--- src/rtl/instr_pkg.sv ---
// Shared opcode constants, execute-branch identifiers and the decoded instruction record
// used by the issue stage and its field decoder.
package instr_pkg;

    localparam logic [4:0] OP_NOP         = 5'd0;
    localparam logic [4:0] OP_MADD        = 5'd1;
    localparam logic [4:0] OP_ADD         = 5'd2;
    localparam logic [4:0] OP_SUB         = 5'd3;
    localparam logic [4:0] OP_MOV         = 5'd4;
    localparam logic [4:0] OP_ABS         = 5'd5;
    localparam logic [4:0] OP_MACZ        = 5'd6;
    localparam logic [4:0] OP_MAC         = 5'd7;
    localparam logic [4:0] OP_MOV_ACC     = 5'd8;
    localparam logic [4:0] OP_DELAY_WRITE = 5'd9;
    localparam logic [4:0] OP_DELAY_READ  = 5'd10;
    localparam logic [4:0] OP_LUT         = 5'd11;
    localparam logic [4:0] OP_MEM_WRITE   = 5'd12;
    localparam logic [4:0] OP_MEM_READ    = 5'd13;

    localparam logic [4:0]  MISC_OPCODE_MIN = OP_ADD;
    localparam int unsigned N_MISC_OPS      = 4;
    localparam int unsigned MISC_OP_W       = $clog2(N_MISC_OPS);

    typedef enum logic [2:0] {
        INSTR_BRANCH_MADD  = 3'd0,
        INSTR_BRANCH_MISC  = 3'd1,
        INSTR_BRANCH_MAC   = 3'd2,
        INSTR_BRANCH_DELAY = 3'd3,
        INSTR_BRANCH_LUT   = 3'd4,
        INSTR_BRANCH_MEM   = 3'd5
    } instr_branch_t;

    localparam int unsigned N_INSTR_BRANCHES = 6;

    typedef struct packed {
        logic       is_reg;
        logic [3:0] idx;
    } operand_t;

    typedef struct packed {
        logic [4:0]           op;
        logic                 fmt;
        operand_t             a;
        operand_t             b;
        operand_t             c;
        logic [3:0]           dest;
        logic [4:0]           shift;
        logic                 sat_dis;
        logic                 shift_disable;
        logic [11:0]          res_addr;
        logic                 a_needed;
        logic                 b_needed;
        logic                 c_needed;
        logic                 accumulator_needed;
        logic                 writes_channel;
        logic                 writes_acc;
        logic                 writes_external;
        instr_branch_t        branch;
        logic [MISC_OP_W-1:0] misc_op;
    } decoded_instr_t;

endpackage

--- src/rtl/instr_field_decode.sv ---
// Purely combinational split of a 32-bit block instruction into the decoded record.
module instr_field_decode
    import instr_pkg::*;
(
    input  logic [31:0]    instr,
    output decoded_instr_t rec
);

    always_comb begin
        rec               = '0;
        rec.op            = instr[4:0];
        rec.fmt           = instr[5];
        rec.a             = instr[10:6];
        rec.b             = instr[15:11];
        rec.shift_disable = instr[31];
        if (!instr[5]) begin
            rec.c       = instr[20:16];
            rec.dest    = instr[24:21];
            rec.shift   = instr[29:25];
            rec.sat_dis = instr[30];
        end else begin
            rec.dest     = instr[19:16];
            rec.res_addr = instr[31:20];
        end
        rec.misc_op = MISC_OP_W'(instr[4:0] - MISC_OPCODE_MIN);
        rec.branch  = INSTR_BRANCH_MISC;

        // Unlisted opcodes decode as a NOP: no operands, no writes.
        case (instr[4:0])
            OP_MADD: begin
                rec.a_needed = 1'b1; rec.b_needed = 1'b1; rec.c_needed = 1'b1;
                rec.writes_channel = 1'b1;
                rec.branch = INSTR_BRANCH_MADD;
            end
            OP_ADD, OP_SUB: begin
                rec.a_needed = 1'b1; rec.b_needed = 1'b1;
                rec.writes_channel = 1'b1;
            end
            OP_MOV, OP_ABS: begin
                rec.a_needed = 1'b1;
                rec.writes_channel = 1'b1;
            end
            OP_MACZ, OP_MAC: begin
                rec.a_needed = 1'b1; rec.b_needed = 1'b1;
                rec.writes_acc = 1'b1;
                rec.branch = INSTR_BRANCH_MAC;
            end
            OP_MOV_ACC: begin
                rec.accumulator_needed = 1'b1;
                rec.writes_channel = 1'b1;
                rec.branch = INSTR_BRANCH_MAC;
            end
            OP_DELAY_WRITE: begin
                rec.a_needed = 1'b1;
                rec.writes_external = 1'b1;
                rec.branch = INSTR_BRANCH_DELAY;
            end
            OP_DELAY_READ: begin
                rec.writes_channel = 1'b1;
                rec.branch = INSTR_BRANCH_DELAY;
            end
            OP_LUT: begin
                rec.a_needed = 1'b1;
                rec.writes_channel = 1'b1;
                rec.branch = INSTR_BRANCH_LUT;
            end
            OP_MEM_WRITE: begin
                rec.a_needed = 1'b1; rec.b_needed = 1'b1;
                rec.writes_external = 1'b1;
                rec.branch = INSTR_BRANCH_MEM;
            end
            OP_MEM_READ: begin
                rec.a_needed = 1'b1;
                rec.writes_channel = 1'b1;
                rec.branch = INSTR_BRANCH_MEM;
            end
            default: ;
        endcase
    end

endmodule

--- src/rtl/instr_issue_stage.sv ---
// Registered issue stage: one holding register, channel-register scoreboard and an
// in-flight accumulator-writer counter gating when a decoded record may leave.
module instr_issue_stage
    import instr_pkg::*;
#(
    parameter int unsigned  DATA_WIDTH   = 16,
    parameter int unsigned  N_REGS       = 16,
    parameter int unsigned  ACC_PEND_MAX = 7,
    parameter bit           SB_ENABLE    = 1'b1,
    localparam int unsigned REG_W        = $clog2(N_REGS),
    localparam int unsigned ACC_W        = $clog2(ACC_PEND_MAX + 1)
) (
    input  logic             clk,
    input  logic             reset,
    input  logic             in_valid,
    output logic             in_ready,
    input  logic [31:0]      instr,
    input  logic             flush,
    output logic             out_valid,
    input  logic             out_ready,
    output decoded_instr_t   out_rec,
    input  logic             wb_valid,
    input  logic [REG_W-1:0] wb_dest,
    input  logic             acc_done,
    output logic [15:0]      stall_cnt
);

    // The 32-bit encoding carries 4-bit register indices.
    if (N_REGS < 2 || N_REGS > 16 || DATA_WIDTH == 0) begin : g_bad_params
        $error("instr_issue_stage: unsupported N_REGS or DATA_WIDTH");
    end

    decoded_instr_t    dec_rec;
    decoded_instr_t    hold_rec;
    logic              hold_v, hold_v_d;
    logic [N_REGS-1:0] sb, sb_d;
    logic [ACC_W-1:0]  acc_pend, acc_d;
    logic              raw, waw, acc_hz, acc_ovf, hazard;
    logic              issue, accept, acc_inc, acc_dec;

    instr_field_decode u_decode (
        .instr (instr),
        .rec   (dec_rec)
    );

    assign raw = (hold_rec.a_needed & hold_rec.a.is_reg & sb[hold_rec.a.idx[REG_W-1:0]])
               | (hold_rec.b_needed & hold_rec.b.is_reg & sb[hold_rec.b.idx[REG_W-1:0]])
               | (hold_rec.c_needed & hold_rec.c.is_reg & sb[hold_rec.c.idx[REG_W-1:0]]);
    assign waw     = hold_rec.writes_channel & sb[hold_rec.dest[REG_W-1:0]];
    assign acc_hz  = hold_rec.accumulator_needed & (acc_pend != '0);
    assign acc_ovf = hold_rec.writes_acc & (acc_pend == ACC_W'(ACC_PEND_MAX));
    assign hazard  = SB_ENABLE && (raw || waw || acc_hz || acc_ovf);

    assign out_valid = hold_v & ~hazard;
    assign issue     = out_valid & out_ready;
    assign in_ready  = ~hold_v | issue;
    assign accept    = in_valid & in_ready & ~flush;
    assign out_rec   = hold_rec;

    assign acc_inc = issue & hold_rec.writes_acc;
    assign acc_dec = acc_done & (acc_pend != '0);

    always_comb begin
        hold_v_d = hold_v;
        sb_d     = sb;
        acc_d    = acc_pend;
        if (issue)  hold_v_d = 1'b0;
        if (accept) hold_v_d = 1'b1;
        // Retire clears first so a same-cycle issue to the same register wins.
        if (wb_valid) sb_d[wb_dest] = 1'b0;
        if (issue && hold_rec.writes_channel) sb_d[hold_rec.dest[REG_W-1:0]] = 1'b1;
        if (acc_inc && !acc_dec)      acc_d = acc_pend + 1'b1;
        else if (acc_dec && !acc_inc) acc_d = acc_pend - 1'b1;
        if (flush) begin
            hold_v_d = 1'b0;
            sb_d     = '0;
            acc_d    = '0;
        end
    end

    always_ff @(posedge clk) begin
        if (reset) begin
            hold_v    <= 1'b0;
            hold_rec  <= '0;
            sb        <= '0;
            acc_pend  <= '0;
            stall_cnt <= '0;
        end else begin
            hold_v   <= hold_v_d;
            sb       <= sb_d;
            acc_pend <= acc_d;
            if (accept) hold_rec <= dec_rec;
            if (hold_v && hazard && stall_cnt != '1) stall_cnt <= stall_cnt + 16'd1;
        end
    end

endmodule
--- config.mk ---
export PLATFORM = sky130hd
export DESIGN_NAME = instr_issue_stage
export DESIGN_NICKNAME = d
export VERILOG_FILES = /design/src/rtl/instr_pkg.sv /design/src/rtl/instr_field_decode.sv /design/src/rtl/instr_issue_stage.sv
export SDC_FILE = /design/constraint.sdc
export NUM_CORES = 1
export LEC_CHECK = 0
export ABC_AREA = 1
export CORE_MARGIN = 2
export CORE_UTILIZATION = 55
export CTS_CLUSTER_SIZE = 16
export DETAILED_ROUTE_END_ITERATION = 16
export PLACE_DENSITY = 0.85
export SETUP_SLACK_MARGIN = 0.5
export SLEW_MARGIN = 20
export SYNTH_ARGS = -nofsm -noshare
export SYNTH_HDL_FRONTEND = slang
export SYNTH_HIERARCHICAL = 1
export SYNTH_SLANG_ARGS = --single-unit
--- constraint.sdc ---
create_clock -name clk -period 4.5 [get_ports clk]
set_input_delay 0.9 -clock clk [delete_from_list [all_inputs] [get_ports clk]]
set_output_delay 0.9 -clock clk [all_outputs]
set_load 0.01 [all_outputs]
After elaboration in Yosys (flattened, before gate mapping)
Index checks and enable logic that the tools add are counted.

storage, ports and cells
  bits in registers = 92
  output and inout bits = 74
  logic and storage cells = 130

operators by class
  $add $sub $neg = 4
  $lt $le $gt $ge = 7
  equality and inequality tests = 15
  muxes and demuxes = 30
  bitwise gates (word level) = 24
  reductions and logical operators = 24

operators with widths
  cell                                                 count
  two-way mux 16 bit                                   2
  == test 5 x 4 -> 1 bit, second input constant        6
  < comparator 4 x 5 -> 1 bit, second input constant   5
  == test 5 x 3 -> 1 bit, second input constant        4
  adder 16 x 1 -> 16 bit, second input constant        1
  bitwise AND 16 bit                                   1
  binary-select mux 1 bit (select 4 bit)               4
  != test 16 bit, second input constant                1
  inverter 16 bit                                      1
  OR 16 bit                                            1
  bitwise AND 1 bit                                    15
  two-way mux 1 bit                                    15
  one-hot mux 3 bit (5 select lines)                   1
  two-way mux 12 bit                                   1
  OR reduction 11 bit                                  1
  == test 5 x 2 -> 1 bit, second input constant        2
  OR reduction 2 bit                                   5
  OR reduction 9 bit                                   1
  demux 1 bit (select 4 bit)                           2
  >= comparator 4 x 1 -> 1 bit, second input constant  2
  logical AND 1 bit                                    7
  two-way mux 3 bit                                    2
  two-way mux 6 bit                                    1
  OR reduction 6 bit                                   1
  14 further kinds                                     22

Depth between registers and ports, before layout
  depth after elaboration = 16
  gate-level depth with buffers = 19
  gate-level depth less buffers = 19

Hierarchy
Netlist, hierarchy kept.

by module, submodules not included
  module              instances  cells each  area each (um^2)  seq. area each (um^2)
  instr_issue_stage   1          819         5122.4            1841.8
  instr_field_decode  1          132         673.1             0.0

Worst setup path after synthesis
Ideal clock, no wire load.

  path kind = register -> output
  start = register hold_rec, in the netlist out_rec[31]
  end = output port in_ready
  arrival time = 1753 ps
  setup slack = 1847 ps
  cell stages (with the launch flop) = 14
  buffers on the path = 3
  cells stage by stage = dfxtp_1 -> buf_4 -> o21ai_1 -> nand2_1 -> nand2_1 -> nand2_1 -> nand2_1 -> o21ai_1 -> nand2_1 -> nor2_2 -> nand2_2 -> o21bai_4 -> buf_4 -> buf_4

between the ends
  cells in the longest elaborated chain, start to end = 10

RTL lines
  element                                  RTL line                 text
  from (decl)                              instr_issue_stage.sv:34  decoded_instr_t hold_rec;
  from (signal assigned)                   instr_issue_stage.sv:92  if (accept) hold_rec <= dec_rec;
  binary-select mux 1 bit (select 4 bit)   instr_issue_stage.sv:49  assign waw = hold_rec.writes_channel & sb[hold_rec.dest[REG_W-1:0]];
  two-way mux 1 bit (not written as such)  instr_issue_stage.sv:49
  bitwise AND 1 bit                        instr_issue_stage.sv:49
  logical OR 1 bit (3 in a row)            instr_issue_stage.sv:52  assign hazard = SB_ENABLE && (raw || waw || acc_hz || acc_ovf);
  inverter 1 bit                           instr_issue_stage.sv:54  assign out_valid = hold_v & ~hazard;
  bitwise AND 1 bit                        instr_issue_stage.sv:54
  bitwise AND 1 bit                        instr_issue_stage.sv:55  assign issue = out_valid & out_ready;
  OR 1 bit                                 instr_issue_stage.sv:56  assign in_ready = ~hold_v | issue;
  to (decl)                                instr_issue_stage.sv:16  output logic in_ready,

Every way passes these cells. The select of a mux whose other input is x is not followed.

Final worst setup path
  start = register hold_rec, in the netlist out_rec[31]
  end = output port out_valid

between the ends
  cells in the longest elaborated chain, start to end = 8

RTL lines
  element                                  RTL line                 text
  binary-select mux 1 bit (select 4 bit)   instr_issue_stage.sv:49
  two-way mux 1 bit (not written as such)  instr_issue_stage.sv:49
  bitwise AND 1 bit                        instr_issue_stage.sv:49
  logical OR 1 bit (3 in a row)            instr_issue_stage.sv:52
  inverter 1 bit                           instr_issue_stage.sv:54
  bitwise AND 1 bit                        instr_issue_stage.sv:54
  to (decl)                                instr_issue_stage.sv:19  output logic out_valid,

Every way passes these cells. The select of a mux whose other input is x is not followed.

==> metrics <==
synth warn=6; layout cells sized above 1=0.0498; CTS Buf Count=9; Worst EP required=3.60 ns; Final Skew=0.0105 ns; clock network fraction of design power=0.294; area leader, netlist=dfxtp_1; Util after Layout=0.682; synth top area cells=dfxtp_1, nand2_1, inv_1; crit path kind=register to output port; core box area=10,300 um^2; final setup TNS=0 ns; Leak=0.00310 uW; Top FF cell, synth=dfxtp_1; Reg power frac=0.506; Clk Latency, worst-skew pair=0.36 ns; relative slew slack=0.510; fmax=267 MHz; P_sw=535 uW; CTS tree=done; DR vias/cell=5.11; Compound-Gate Fraction of Synth Area=0.134; number of port buffers=116; Post-synth EDFFs=0; Antenna diodes=0; Worst-path clk slew=0.10 ns; num rows=37; Switching Share=0.305; ANT nets after route=0; top cell type's share of synthesized area=0.318; # DRC=0; area grow syn2layout=20.9%; first-pass GRT wire length=24,000 um; Initial DRT Pass Iterations=5; clk sinks=92; Least-Margin Pin Slew=0.731 ns; HP Class=register to register; I/O pin total=117; placed cell count=1,144; Final Wtd Congestion=0.929; synthesized area=5800 um^2; Worst setup EP type=output port; async set-reset flop share out of synthesis=0; main combinational cell family by area after synthesis=simple AND/OR/NAND/NOR gates; RSZ-0062 raised after global routing=no; Post-Syn Nets=997; Hold Fails Final Rpt=0; Starting DRT DRC Count=324; Critical Path Fanout Max=17; vias in the first global route=5,105; power per cell area=251 nW/um^2; Synth Area in Adders=0.00777; Layout Cells excl Fill=1,160; Arrival @ worst endpoint=2.85 ns; Post-CTS Hold Buffers=0; Routed WL per cell=12.5 um; Die X=107 um; post-synthesis xor/xnor area fraction=0.0151; number of cells upsized or downsized after cts=0; Mean Syn Cell Area=6.09 um^2; DP Wirelength=10,500 um; max cap viols=0; WL final=14,500 um; final setup violation count=0; Post-layout nets=1,065; Post-CTS Setup Inserts=0; Combinational Power Share=0.200; post-layout minimum cycle time=3.75 ns; fillers=960; Slew Viols, Final=0; Syn Inst Count=951; clock root buffer master=clkbuf_8; initial antenna violation count=0; Initial Util=0.564; Vias=5,924; Int Pwr=1220 uW; mux cell area share after synthesis=0; Simple-Gate Fraction of Synth Area=0.357; GRT overflow=0; largest net degree at the start of global routing=70; sequential-to-total area share from yosys stat=0.318; register area=1840 um^2; Tcrit/Tclk final=0.833; CP startpoint kind=register; Tot GR Track Use=0.256; worst hold slack=0.479 ns; die height=107 um; Netlist cell types=37; CTS H-tree lvls=3; Yosys reg bits=92; status=finished, final reports clean; area of the multi-input gates=2990 um^2; clock buffer depth=2; DIE AREA=11,400 um^2; worst vdd ir=0.216 mV
logic make-up after synthesis:
logic type	after synthesis
flip-flops	92
AO/OA/AOI/OAI	144
buffers and inverters	224
adder cells (fa/ha/maj)	3
XOR/XNOR	10
AND/OR/NAND/NOR	478
cell usage in the layout (no fill, tap or decap), drive strengths merged, types with 2 or more instances in the layout:
cell type,instances
nor2,123
ha,2
inv,158
nand2,221
nand3,103
xor2,7
a21oi,99
nand4,20
xnor2,3
buf,9
clkinv,3
nor4,3
o31ai,4
clkdlybuf4s50,115
o211ai,9
o21ai,27
nor3,5
clkbuf,10
dfxtp,92
worst max-delay path, stage by stage (launching register included):
cell	delay, ns
dfxtp_1	0.66
inv_2	0.15
nand2_1	0.09
nand2_1	0.05
nand2_1	0.05
nand2_1	0.07
nand2_1	0.06
nand2_1	0.05
o21ai_1	0.14
nand2_1	0.08
nor2_2	0.13
nand2_2	0.11
nor2_2	0.09
buf_4	0.20
clkdlybuf4s50_1	0.56
cell usage after synthesis (2+ instances only):
| cell type | number |
|---|---|
| nand2_1 | 217 |
| inv_1 | 150 |
| nor2_1 | 115 |
| a21oi_1 | 99 |
| nand3_1 | 98 |
| dfxtp_1 | 92 |
| buf_4 | 27 |
| o21ai_0 | 22 |
| nand4_1 | 20 |
| clkbuf_1 | 19 |
| buf_2 | 11 |
| buf_1 | 9 |
| o211ai_1 | 9 |
| xor2_1 | 7 |
| inv_2 | 5 |
| nand3_2 | 5 |
| nor3_1 | 5 |
| o21ai_1 | 5 |
| nand2_2 | 4 |
| nor2_2 | 4 |
| nor2_4 | 4 |
| o31ai_1 | 4 |
| nor4_1 | 3 |
| xnor2_1 | 3 |
| ha_1 | 2 |
power groups by stage:
| stage | Combinational (uW) | Clock [uW] | Sequential (uW) |
|---|---|---|---|
| after floorplan | 210 | 0 | 905 |
| after global placement | 345 | 0 | 906 |
| after detailed placement | 350 | 0 | 906 |
| after CTS | 352 | 530 | 888 |
| after global routing | 392 | 563 | 893 |
| final | 351 | 517 | 888 |
sequential cells by signal, indices dropped and copies added, names as in the netlist:
signal     count
out_rec       56
acc_pend       3
stall_cnt     16
sb            16
hold_v         1
layer usage:
| metal | GRT usage | part of all wire |
|---|---|---|
| met3 | 0.0614 | 0.061 |
| met1 | 0.351 | 0.47 |
| met4 | 0.0649 | 0.017 |
| met2 | 0.407 | 0.45 |
| met5 | 0 | 0 |
per-stage QoR:
| stage | setup WS (ns) | power (uW) | cell area, um^2 |
|---|---|---|---|
| global route | 0.527 | 1850 | 7010 |
| global placement | 1.19 | 1250 | 6840 |
| floorplan | 1.85 | 1120 | 5800 |
| detailed placement | 1.19 | 1260 | 6840 |
| finish | 0.754 | 1760 | 7010 |
| CTS | 0.770 | 1770 | 7010 |
layout make-up:
cell class              instances  area share
repair buffers                124       0.175
well taps                     136      0.0243
clock inverters                 6     0.00678
multi-input cells             635       0.427
inverters                     157      0.0860
flip-flops and latches         92       0.263
clock buffers                  10      0.0182
worst paths after layout:
path,cells past startpoint,slack (ns),startpoint,end
max,14,0.75,out_rec[31],out_valid
min,2,0.48,sb[12],sb[12]
max reg2reg,17,1.24,out_rec[31],out_rec[46]
min reg2reg,2,0.48,sb[12],sb[12]
No activity file was read; power rests on OpenSTA's default activity.
